## config.mk

```make
export PLATFORM = sky130hd
export DESIGN_NAME = cam_frame_capture_flat
export DESIGN_NICKNAME = d
export VERILOG_FILES = /design/src/rtl/cam_frame_capture_if.sv /design/src/rtl/cam_frame_capture.sv /design/src/flat_wrapper.sv
export SDC_FILE = /design/constraint.sdc
export NUM_CORES = 1
export LEC_CHECK = 0
export ABC_AREA = 1
export CAP_MARGIN = 20
export CORE_ASPECT_RATIO = 0.7
export CORE_MARGIN = 2
export CORE_UTILIZATION = 41
export DETAILED_ROUTE_END_ITERATION = 6
export PLACE_DENSITY = 0.59
export SLEW_MARGIN = 5
export SYNTH_ARGS = -nofsm -noshare
export SYNTH_HDL_FRONTEND = slang
export SYNTH_SLANG_ARGS = --single-unit
```

## constraint.sdc

```tcl
create_clock -name clk -period 2.7 [get_ports clk]
set_clock_uncertainty 0.05 [all_clocks]
set_input_delay 0.81 -clock clk [delete_from_list [all_inputs] [get_ports clk]]
set_output_delay 0.81 -clock clk [all_outputs]
set_load 0.1 [all_outputs]
```

## src/rtl/cam_frame_capture_if.sv

```systemverilog
// Signal bundle between the camera/control side and the capture engine.
// CAM_CAPTURE_DECIMATE_EN adds the decim control line.
interface cam_frame_capture_if #(
  parameter int ADDR_W = 19,
  parameter int FCNT_W = 8
);
  logic              enable;
  logic              fmt_565;
  logic              snap_mode;
  logic              snap_req;
  logic              snap_release;
  logic              cam_vsync;
  logic              cam_href;
  logic [7:0]        cam_data;
`ifdef CAM_CAPTURE_DECIMATE_EN
  logic              decim;
`endif
  logic              wr_en;
  logic [ADDR_W-1:0] wr_addr;
  logic [11:0]       wr_data;
  logic              frame_done;
  logic              frozen;
  logic              line_err;
  logic              frame_err;
  logic [FCNT_W-1:0] frame_cnt;

  // master: camera pins plus control; slave: the capture engine
  modport master (
`ifdef CAM_CAPTURE_DECIMATE_EN
    output decim,
`endif
    output enable, fmt_565, snap_mode, snap_req, snap_release,
    output cam_vsync, cam_href, cam_data,
    input  wr_en, wr_addr, wr_data, frame_done, frozen,
    input  line_err, frame_err, frame_cnt
  );

  modport slave (
`ifdef CAM_CAPTURE_DECIMATE_EN
    input  decim,
`endif
    input  enable, fmt_565, snap_mode, snap_req, snap_release,
    input  cam_vsync, cam_href, cam_data,
    output wr_en, wr_addr, wr_data, frame_done, frozen,
    output line_err, frame_err, frame_cnt
  );
endinterface

```

## src/rtl/cam_frame_capture.sv

```systemverilog
// Camera byte stream to 12-bit frame-buffer writes with snapshot mode and geometry checks.
// Optional macro CAM_CAPTURE_DECIMATE_EN: 2:1 decimation in both axes, packed addresses.
module cam_frame_capture #(
  parameter int H_ACTIVE = 640,
  parameter int V_ACTIVE = 480,
  parameter int ADDR_W   = 19,  // H_ACTIVE*V_ACTIVE must fit in 2**ADDR_W
  parameter int FCNT_W   = 8
) (
  input  logic               clk,
  input  logic               rstn,
  cam_frame_capture_if.slave cap_if
);
  // Spare bit so a saturated count can never alias the expected geometry.
  localparam int PIX_W  = $clog2(H_ACTIVE + 1) + 1;
  localparam int LINE_W = $clog2(V_ACTIVE + 1) + 1;

  localparam logic [PIX_W-1:0]  PIX_ONE  = PIX_W'(1);
  localparam logic [PIX_W-1:0]  PIX_MAX  = '1;
  localparam logic [PIX_W-1:0]  H_P      = PIX_W'(H_ACTIVE);
  localparam logic [LINE_W-1:0] LINE_ONE = LINE_W'(1);
  localparam logic [LINE_W-1:0] LINE_MAX = '1;
  localparam logic [LINE_W-1:0] V_P      = LINE_W'(V_ACTIVE);
  localparam logic [ADDR_W-1:0] H_STEP   = ADDR_W'(H_ACTIVE);

  typedef enum logic [1:0] {
    ST_IDLE    = 2'd0,
    ST_WAIT_VS = 2'd1,
    ST_ACTIVE  = 2'd2,
    ST_FROZEN  = 2'd3
  } state_t;

  state_t              state_q, state_d;
  logic                vs_q, vs_prev_q, href_q, href_prev_q;
  logic [7:0]          data_q;
  logic                phase_q, phase_d;
  logic [7:0]          byte0_q, byte0_d;
  logic                fmt_q, fmt_d;
  logic                snap_pend_q, snap_pend_d;
  logic [PIX_W-1:0]    pix_q, pix_d;
  logic [LINE_W-1:0]   line_q, line_d;
  logic [ADDR_W-1:0]   base_q, base_d;
  logic                wr_en_q, wr_en_d;
  logic [ADDR_W-1:0]   wr_addr_q, wr_addr_d;
  logic [11:0]         wr_data_q, wr_data_d;
  logic                frame_done_q;
  logic                line_err_q, line_err_d;
  logic                frame_err_q, frame_err_d;
  logic [FCNT_W-1:0]   fcnt_q;

  logic                vs_rise, vs_fall, href_rise, href_fall;
  logic                in_active, frame_start, frame_end, line_end;
  logic                phase_eff, pix_done, keep_px;
  logic [LINE_W-1:0]   line_after;
  logic [ADDR_W-1:0]   pix_off, base_step;
  logic [11:0]         px_444, px_565;

  assign vs_rise   = vs_q & ~vs_prev_q;
  assign vs_fall   = ~vs_q & vs_prev_q;
  assign href_rise = href_q & ~href_prev_q;
  assign href_fall = ~href_q & href_prev_q;

  assign in_active   = (state_q == ST_ACTIVE) && cap_if.enable;
  assign frame_start = (state_q == ST_WAIT_VS) && cap_if.enable && vs_fall &&
                       (!cap_if.snap_mode || snap_pend_q);
  assign frame_end   = in_active && vs_rise;
  // vsync rising during a line closes that line in the same cycle
  assign line_end    = in_active && (href_fall || (vs_rise && href_q));

  assign phase_eff = href_rise ? 1'b0 : phase_q;
  assign pix_done  = in_active && href_q && phase_eff && !vs_rise;

  assign px_444 = {byte0_q[3:0], data_q};
  assign px_565 = {byte0_q[7:4], byte0_q[2:0], data_q[7], data_q[4:1]};

`ifdef CAM_CAPTURE_DECIMATE_EN
  localparam logic [ADDR_W-1:0] H_HALF = ADDR_W'(H_ACTIVE / 2);
  logic decim_q, decim_d;

  assign decim_d   = frame_start ? cap_if.decim : decim_q;
  assign keep_px   = !decim_q || (!pix_q[0] && !line_q[0]);
  assign pix_off   = decim_q ? ADDR_W'(pix_q >> 1) : ADDR_W'(pix_q);
  // Odd lines are skipped entirely, so only even lines move the base.
  assign base_step = decim_q ? (line_q[0] ? '0 : H_HALF) : H_STEP;

  always_ff @(posedge clk or negedge rstn) begin
    if (!rstn) decim_q <= 1'b0;
    else       decim_q <= decim_d;
  end
`else
  assign keep_px   = 1'b1;
  assign pix_off   = ADDR_W'(pix_q);
  assign base_step = H_STEP;
`endif

  always_comb begin
    state_d = state_q;
    unique case (state_q)
      ST_IDLE:    state_d = ST_WAIT_VS;
      ST_WAIT_VS: if (frame_start) state_d = ST_ACTIVE;
      ST_ACTIVE:  if (vs_rise) state_d = cap_if.snap_mode ? ST_FROZEN : ST_WAIT_VS;
      ST_FROZEN:  if (cap_if.snap_release) state_d = ST_WAIT_VS;
      default:    state_d = ST_IDLE;
    endcase
    if (!cap_if.enable) state_d = ST_IDLE;
  end

  always_comb begin
    phase_d     = phase_q;
    byte0_d     = byte0_q;
    fmt_d       = fmt_q;
    pix_d       = pix_q;
    line_d      = line_q;
    base_d      = base_q;
    line_err_d  = line_err_q;
    frame_err_d = frame_err_q;
    line_after  = line_q;
    snap_pend_d = cap_if.snap_req || (snap_pend_q && !frame_start);

    if (href_q) begin
      if (!phase_eff) begin
        byte0_d = data_q;
        phase_d = 1'b1;
      end else begin
        phase_d = 1'b0;
      end
    end
    if (frame_end) phase_d = 1'b0;

    if (frame_start) begin
      pix_d  = '0;
      line_d = '0;
      base_d = '0;
      fmt_d  = cap_if.fmt_565;
    end else begin
      if (pix_done && pix_q != PIX_MAX) pix_d = pix_q + PIX_ONE;
      if (line_end) begin
        pix_d = '0;
        if (line_q != LINE_MAX) line_after = line_q + LINE_ONE;
        line_d = line_after;
        if (line_q < V_P) base_d = base_q + base_step;
        if (pix_q != H_P) line_err_d = 1'b1;
      end
      if (frame_end && line_after != V_P) frame_err_d = 1'b1;
    end

    if (!cap_if.enable) begin
      line_err_d  = 1'b0;
      frame_err_d = 1'b0;
    end

    wr_en_d   = pix_done && (pix_q < H_P) && (line_q < V_P) && keep_px;
    wr_addr_d = wr_en_d ? base_q + pix_off : wr_addr_q;
    wr_data_d = wr_en_d ? (fmt_q ? px_565 : px_444) : wr_data_q;
  end

  always_ff @(posedge clk or negedge rstn) begin
    if (!rstn) begin
      state_q      <= ST_IDLE;
      vs_q         <= 1'b0;
      vs_prev_q    <= 1'b0;
      href_q       <= 1'b0;
      href_prev_q  <= 1'b0;
      data_q       <= '0;
      phase_q      <= 1'b0;
      byte0_q      <= '0;
      fmt_q        <= 1'b0;
      snap_pend_q  <= 1'b0;
      pix_q        <= '0;
      line_q       <= '0;
      base_q       <= '0;
      wr_en_q      <= 1'b0;
      wr_addr_q    <= '0;
      wr_data_q    <= '0;
      frame_done_q <= 1'b0;
      line_err_q   <= 1'b0;
      frame_err_q  <= 1'b0;
      fcnt_q       <= '0;
    end else begin
      state_q      <= state_d;
      vs_q         <= cap_if.cam_vsync;
      vs_prev_q    <= vs_q;
      href_q       <= cap_if.cam_href;
      href_prev_q  <= href_q;
      data_q       <= cap_if.cam_data;
      phase_q      <= phase_d;
      byte0_q      <= byte0_d;
      fmt_q        <= fmt_d;
      snap_pend_q  <= snap_pend_d;
      pix_q        <= pix_d;
      line_q       <= line_d;
      base_q       <= base_d;
      wr_en_q      <= wr_en_d;
      wr_addr_q    <= wr_addr_d;
      wr_data_q    <= wr_data_d;
      frame_done_q <= frame_end;
      line_err_q   <= line_err_d;
      frame_err_q  <= frame_err_d;
      fcnt_q       <= fcnt_q + FCNT_W'(frame_end);
    end
  end

  assign cap_if.wr_en      = wr_en_q;
  assign cap_if.wr_addr    = wr_addr_q;
  assign cap_if.wr_data    = wr_data_q;
  assign cap_if.frame_done = frame_done_q;
  assign cap_if.frozen     = (state_q == ST_FROZEN);
  assign cap_if.line_err   = line_err_q;
  assign cap_if.frame_err  = frame_err_q;
  assign cap_if.frame_cnt  = fcnt_q;
endmodule

```

## src/flat_wrapper.sv

```systemverilog
// flat-port wrapper written by rule: the top's interface ports become plain ports
module cam_frame_capture_flat 
#(
  parameter int H_ACTIVE = 640,
  parameter int V_ACTIVE = 480,
  parameter int ADDR_W   = 19,                                            
  parameter int FCNT_W   = 8
)
  (clk, rstn, cap_if_enable, cap_if_fmt_565, cap_if_snap_mode, cap_if_snap_req, cap_if_snap_release, cap_if_cam_vsync, cap_if_cam_href, cap_if_cam_data, cap_if_wr_en, cap_if_wr_addr, cap_if_wr_data, cap_if_frame_done, cap_if_frozen, cap_if_line_err, cap_if_frame_err, cap_if_frame_cnt);
  cam_frame_capture_if #(.ADDR_W(ADDR_W), .FCNT_W(FCNT_W)) cap_if_i ();
  input  logic clk;
  input  logic rstn;
  input wire logic [$bits(cap_if_i.enable)-1:0] cap_if_enable;
  input wire logic [$bits(cap_if_i.fmt_565)-1:0] cap_if_fmt_565;
  input wire logic [$bits(cap_if_i.snap_mode)-1:0] cap_if_snap_mode;
  input wire logic [$bits(cap_if_i.snap_req)-1:0] cap_if_snap_req;
  input wire logic [$bits(cap_if_i.snap_release)-1:0] cap_if_snap_release;
  input wire logic [$bits(cap_if_i.cam_vsync)-1:0] cap_if_cam_vsync;
  input wire logic [$bits(cap_if_i.cam_href)-1:0] cap_if_cam_href;
  input wire logic [$bits(cap_if_i.cam_data)-1:0] cap_if_cam_data;
  output wire logic [$bits(cap_if_i.wr_en)-1:0] cap_if_wr_en;
  output wire logic [$bits(cap_if_i.wr_addr)-1:0] cap_if_wr_addr;
  output wire logic [$bits(cap_if_i.wr_data)-1:0] cap_if_wr_data;
  output wire logic [$bits(cap_if_i.frame_done)-1:0] cap_if_frame_done;
  output wire logic [$bits(cap_if_i.frozen)-1:0] cap_if_frozen;
  output wire logic [$bits(cap_if_i.line_err)-1:0] cap_if_line_err;
  output wire logic [$bits(cap_if_i.frame_err)-1:0] cap_if_frame_err;
  output wire logic [$bits(cap_if_i.frame_cnt)-1:0] cap_if_frame_cnt;
  assign cap_if_i.enable = cap_if_enable;
  assign cap_if_i.fmt_565 = cap_if_fmt_565;
  assign cap_if_i.snap_mode = cap_if_snap_mode;
  assign cap_if_i.snap_req = cap_if_snap_req;
  assign cap_if_i.snap_release = cap_if_snap_release;
  assign cap_if_i.cam_vsync = cap_if_cam_vsync;
  assign cap_if_i.cam_href = cap_if_cam_href;
  assign cap_if_i.cam_data = cap_if_cam_data;
  assign cap_if_wr_en = cap_if_i.wr_en;
  assign cap_if_wr_addr = cap_if_i.wr_addr;
  assign cap_if_wr_data = cap_if_i.wr_data;
  assign cap_if_frame_done = cap_if_i.frame_done;
  assign cap_if_frozen = cap_if_i.frozen;
  assign cap_if_line_err = cap_if_i.line_err;
  assign cap_if_frame_err = cap_if_i.frame_err;
  assign cap_if_frame_cnt = cap_if_i.frame_cnt;
  cam_frame_capture #(.H_ACTIVE(H_ACTIVE), .V_ACTIVE(V_ACTIVE), .ADDR_W(ADDR_W), .FCNT_W(FCNT_W)) u_core (.clk(clk), .rstn(rstn), .cap_if(cap_if_i));
endmodule
```

==> impl_metrics.ini, run 1 <==
[status]
outcome = finished clean

[place]
gp_congestion = 0.903
hpwl_um = 8730
place_ws_ps = -0.627
place.port_buffers = 60
placed_cell_area_mm2 = 0.00592

[route]
drt_wl_total_um = 11700
viasPerCell = 4.87
ant_nets = 0
drtIter0Drc = 278
drtPass1Iterations = 5
vias = 4161
routedWlPerCell_um = 13.7
post-route-drc-count = 0

[power_and_ir_drop]
total_power_mw = 5.41
power_frac_comb_pct = 36.4
leakage_nw = 3.08
powerDensity_mw_per_mm2 = 870
clkPwrFrac_pct = 23.6
p_int_mw = 3.06
ir_worst_vdd_mv = 0.426
switching_share_pct = 43.4
power.switching_mw = 2.35
pwr-share-seq_pct = 40.0

[synthesis]
synth.area.mux_share_pct = 0.222
synth_compound_area_share_pct = 11.4
yosysWarnings = 0
synth_top_cell_area_share_pct = 49.9
synth_flop_cell = dfrtp_1
synth_edf_count = 0
syn-num-nets = 638
synth_cell_types = 39
synthSimpleGateAreaFrac_pct = 24.6
synth_seq_area_share_pct = 49.9
synth_top_family_by_area = simple AND/OR/NAND/NOR gates
synth.area.top_cells = dfrtp_1 50%, nand2_1 11%, o21ai_0 5.7%
synth.largest_area_cell = dfrtp_1
synth_fa_ha_area_share_pct = 3.71
syn_area_per_cell_um2 = 8.35
synthArstFlopShare_pct = 100
synth_seq_cells = 101
synth_area_mm2 = 0.00506
syn_inst = 606
synth_xor_area_share_pct = 3.63

[sta]
finalHoldViolCount = 0
tightest_slew_ps = 636
finalSetupTns_ps = 0
setup_violations = 0
finalMaxSlewViolations = 0
timing.final.crit_period_ps = 2340
fmax_mhz = 428
worst_slack_ps = 364
slew-limit-headroom_pct = 57.6
rsz0062_at_grt = false
period_share_pct = 86.5

[critical_path]
cp_common_cell = nand2_1
cp.required_ps = 2900
path_cells = clkdlybuf4s50_1 -> nand2_2 -> inv_2 -> nand2_1 -> nor2_4 -> nand2_1 -> o21ai_0 -> nand2_1 -> nor2_1 -> nand3_1 -> nand2_1 -> a21oi_1
crit_fanout = 8
crit_type = input port to flop
cp-end-kind = flop
worstPathArrival_ps = 2530
cpMaxStageDelayCell = clkdlybuf4s50_1
critPathMaxStageDelay_ps = 490
rr_worst_depth = 13
startpoint_type = input port

[clock_network]
clk_pin_slew_ps = 80
cts_root_buffer = clkbuf_16
clockBufferDepth = 2
cts_resized = 0
cts_setup_buffers = 0
cts_tree = built
hold_buffers = 0
cts_max_level = 3
worstSkewPairLatency_ps = 360
clock-sinks = 101
numCtsBuffers = 9

[global_route]
grt_use_total_pct = 19.0
grt-ovfl-total = 0
grt_pass1_vias = 3888
grt_antenna_before_repair = 0
grt_pass1_wl_um = 19800
grt_max_degree = 50

[floorplan]
start_util_pct = 42.6
io_pins = 61
die_h_um = 97.0
die_w_um = 137
die_area_mm2 = 0.0133
core.rowCount = 33
core_area_mm2 = 0.0119

[layout]
nNetsFinal = 725
nFillCells = 1118
final_common_cell = nand2_1
multi_input_area_mm2 = 0.00221
final_area_mm2 = 0.00621
drive_above_1_share_pct = 17.2
seq_area_mm2 = 0.00253
mostFrequentLayoutCells = 152 x nand2_1, 101 x dfrtp_1, 73 x buf_4
diodes = 0
syn_to_final_growth_pct = 22.7

[run]
cap_violations = 0

[worst_hold_path]
hold_class = input port to asynchronous set/reset pin
critical path: cells and delay by family:
kind            cells  cell delay (ps)
simple gates        8              900
buf+inv             2              560
compound gates      2              260
power by group through the flow:
stage               clock network [mW]  logic, mW  registers [mW]
floorplan                            0      0.979            2.63
global placement                     0       1.95            2.18
detailed placement                   0       1.96            2.19
CTS                               1.32       1.97            2.16
global route                      1.39       2.18            2.22
finish                            1.28       1.97            2.16
cell usage after synthesis (3+ instances only):
cell type	n
nor2_4	3
xnor2_1	3
o21ai_0	58
nor3_1	19
clkbuf_1	5
nand2_2	5
o21ai_2	7
nor4_1	3
o21ai_1	3
dfrtp_1	101
nand4_1	6
buf_2	6
nand2_1	152
nand2_4	3
inv_2	4
ha_1	15
nand3_1	32
nor2_1	55
xor2_1	18
a21oi_1	26
inv_1	62
worst paths after layout:
| kind | slack (ps) | startpoint | to |
|---|---|---|---|
| max | 360 | cap_if_enable | u_core.cap_if.frame_err$_DFFE_PN0P_ |
| max in group asynchronous | 1600 | rstn | u_core.data_q[2]$_DFF_PN0_ |
| min | 320 | rstn | u_core.state_q[0]$_DFFE_PN0P_ |
| max reg2reg | 560 | u_core.line_q[0]$_DFF_PN0_ | u_core.cap_if.frame_err$_DFFE_PN0P_ |
| min in group clk | 400 | u_core.vs_q$_DFF_PN0_ | u_core.vs_prev_q$_DFF_PN0_ |
| min reg2reg | 400 | u_core.vs_q$_DFF_PN0_ | u_core.vs_prev_q$_DFF_PN0_ |
metrics by stage:
step | std cells | hold slack (ps) | utilization [%]
global placement | 839 | 377 | 49.8
CTS | 855 | 323 | 52.2
detailed placement | 839 | 392 | 49.8
floorplan | 606 | 345 | -
finish | 855 | 318 | 52.2
global route | 855 | 332 | 52.2
registers in the layout (all words and copies together), names as in the netlist, 2 cells and up:
| name | count |
|---|---|
| u_core.cap_if.frame_cnt | 8 |
| u_core.line_q | 10 |
| u_core.data_q | 8 |
| u_core.pix_q | 11 |
| u_core.base_q | 12 |
| u_core.state_q | 2 |
| u_core.cap_if.wr_data | 12 |
| u_core.byte0_q | 8 |
| u_core.cap_if.wr_addr | 19 |
cell families after synthesis:
group | count (synthesis)
adders and majority gates | 15
muxes | 1
AOI/OAI and AO/OA | 102
xor gates and xnor gates | 21
DFF | 101
other | 1
and+or+nand+nor | 284
buffers and inverters | 81
area by class of cell:
class	instances	area share [%]
clock buffers	9	3.63
multi-input cells	424	35.5
clock inverters	7	1.07
well taps	157	3.16
flip-flops and latches	101	40.7
repair buffers	90	11.9
inverters	67	4.05
metal layers:
metal	GRT usage [%]	vias up	share of wire, %
met3	4.40	19	5.3
li1	-	2136	-
met4	5.31	0	1.5
met5	0	-	0
met1	29.3	1904	53
met2	26.4	102	40
Note: power is estimated with default switching activity, not from simulation.
==> run 2: changes to the inputs <==
--- a/config.mk
+++ b/config.mk
@@ -9,9 +9,9 @@
 export CAP_MARGIN = 20
 export CORE_ASPECT_RATIO = 0.7
 export CORE_MARGIN = 2
-export CORE_UTILIZATION = 41
+export CORE_UTILIZATION = 43
 export DETAILED_ROUTE_END_ITERATION = 6
-export PLACE_DENSITY = 0.59
+export PLACE_DENSITY = 0.61
 export SLEW_MARGIN = 5
 export SYNTH_ARGS = -nofsm -noshare
 export SYNTH_HDL_FRONTEND = slang
==> impl_metrics.ini, run 2 (same netlist as run 1, synthesis figures left out) <==
[status]
outcome = finished clean

[route]
post-route-drc-count = 0
viasPerCell = 4.98
routedWlPerCell_um = 13.5
ant_nets = 0
drtIter0Drc = 224
drt_wl_total_um = 11500
drtPass1Iterations = 4
vias = 4267

[critical_path]
cp.required_ps = 2880
worstPathArrival_ps = 2640
cp_num_cells = 13
cpMaxStageDelayCell = clkdlybuf4s50_1
ff2ff_setup_slack_ps = 490
path_cells = clkdlybuf4s50_1 -> nand2_2 -> inv_2 -> nand2_1 -> nor2_4 -> buf_4 -> nor2_1 -> a21oi_1 -> nand2_1 -> nor2_1 -> nand3_1 -> nand2_1 -> a21oi_1
critPathMaxStageDelay_ps = 490
rr_worst_depth = 14
path_buf_inv = 3
cp-end-kind = flop
r2r_start = u_core.state_q[0]$_DFFE_PN0P_
path_delay_family = simple AND/OR/NAND/NOR gates
startpoint_type = input port
crit_end = u_core.cap_if.frame_err$_DFFE_PN0P_
worstSetupStartpoint = cap_if_enable
r2r_end = u_core.cap_if.frame_err$_DFFE_PN0P_
crit_type = input port to flop
crit_fanout = 7
cp_common_cell = nand2_1

[sta]
slew-limit-headroom_pct = 59.4
timing.final.crit_period_ps = 2460
tightest_slew_ps = 609
fmax_mhz = 407
worst_slack_ps = 241
finalMaxSlewViolations = 0
rsz0062_at_grt = false
setup_violations = 0
period_share_pct = 91.1
finalHoldViolCount = 0

[clock_network]
numCtsBuffers = 9
clk_pin_slew_ps = 70
clock-sinks = 101
cts_max_level = 3
cts_tree = built
cts_root_buffer = clkbuf_16
hold_buffers = 0
cts_resized = 0
worstSkewPairLatency_ps = 350
cts_setup_buffers = 0
clockBufferDepth = 2

[floorplan]
die_w_um = 134
die_area_mm2 = 0.0127
io_pins = 61
start_util_pct = 43.6
core_area_mm2 = 0.0116
die_h_um = 94.8
core.rowCount = 33

[power_and_ir_drop]
ir_worst_vdd_mv = 0.541
leakage_nw = 3.10
total_power_mw = 5.47
powerDensity_mw_per_mm2 = 877

[global_route]
grt_antenna_before_repair = 0
grt_pass1_wl_um = 19100
grt_max_degree = 44
grt_use_total_pct = 19.1
grt_pass1_vias = 3849
grt-ovfl-total = 0

[layout]
final_common_cell = nand2_1
mostFrequentLayoutCells = 152 x nand2_1, 101 x dfrtp_1, 75 x buf_4
largest_reg_flops = 19
diodes = 0
syn_to_final_growth_pct = 23.2
drive_above_1_share_pct = 17.4
nNetsFinal = 727

[place]
gp_congestion = 0.875
place.port_buffers = 60
hpwl_um = 8450
place_ws_ps = -69.1

[worst_hold_path]
hold_class = flop to flop

[run]
cap_violations = 0
run 2: changes by cell type in the layout (fill, tap and decap cells not counted):
cell / delta
buf_4: +2
clkinv_8: +1
clkinvlp_4: -1
run 2: worst register-to-register path, stage by stage (launching register included):
cell and delay, ps:
dfrtp_1 420, inv_1 90, ha_1 190, nand2_2 100
inv_2 70, nand2_1 80, nor2_4 270, buf_4 170
nor2_1 30, a21oi_1 200, nand2_1 90, nor2_1 90
nand3_1 100, nand2_1 70, a21oi_1 50
run 2: layer usage:
metal	routed length [um]	GRT usage [%]	vias to the layer above
li1	-	-	2140
met1	6170	29.4	2019
met2	4770	27.7	100
met3	530	3.76	8
met4	80	3.99	0
met5	0	0	-
run 2: worst min-delay path by stage:
stage                          startpoint                         end  slack [ps]  cells after the start
detailed placement  u_core.vs_q$_DFF_PN0_  u_core.vs_prev_q$_DFF_PN0_         380                      0
floorplan           u_core.vs_q$_DFF_PN0_  u_core.vs_prev_q$_DFF_PN0_         350                      0
global route        u_core.vs_q$_DFF_PN0_  u_core.vs_prev_q$_DFF_PN0_         410                      0
CTS                 u_core.vs_q$_DFF_PN0_  u_core.vs_prev_q$_DFF_PN0_         390                      0
global placement    u_core.vs_q$_DFF_PN0_  u_core.vs_prev_q$_DFF_PN0_         380                      0
finish              u_core.vs_q$_DFF_PN0_  u_core.vs_prev_q$_DFF_PN0_         390                      0
run 2: layout make-up:
class | instances | area, um2
clock buffer | 9 | 225
tap | 157 | 196
clock inverter | 7 | 75.1
sequential | 101 | 2530
multi-input combinational | 424 | 2210
timing repair buffer | 92 | 753
inverter | 67 | 251
fill | 1094 | 5370
run 2: power by group:
part           switching [mW]  internal [mW]  total [mW]
logic                    1.40          0.623        2.02
clock network           0.626          0.658        1.28
registers               0.342           1.82        2.16
run 2: per-stage QoR:
step,instances,utilization (%),hold slack [ps],area (um2),TNS (ps)
3_3_place_gp,841,51.2,377,5940,-117
4_1_cts,857,53.7,395,6240,0
6_report,857,53.7,390,6240,0
3_5_place_dp,841,51.2,378,5940,-103
2_1_floorplan,606,-,345,5060,0
5_1_grt,857,53.7,409,6240,0
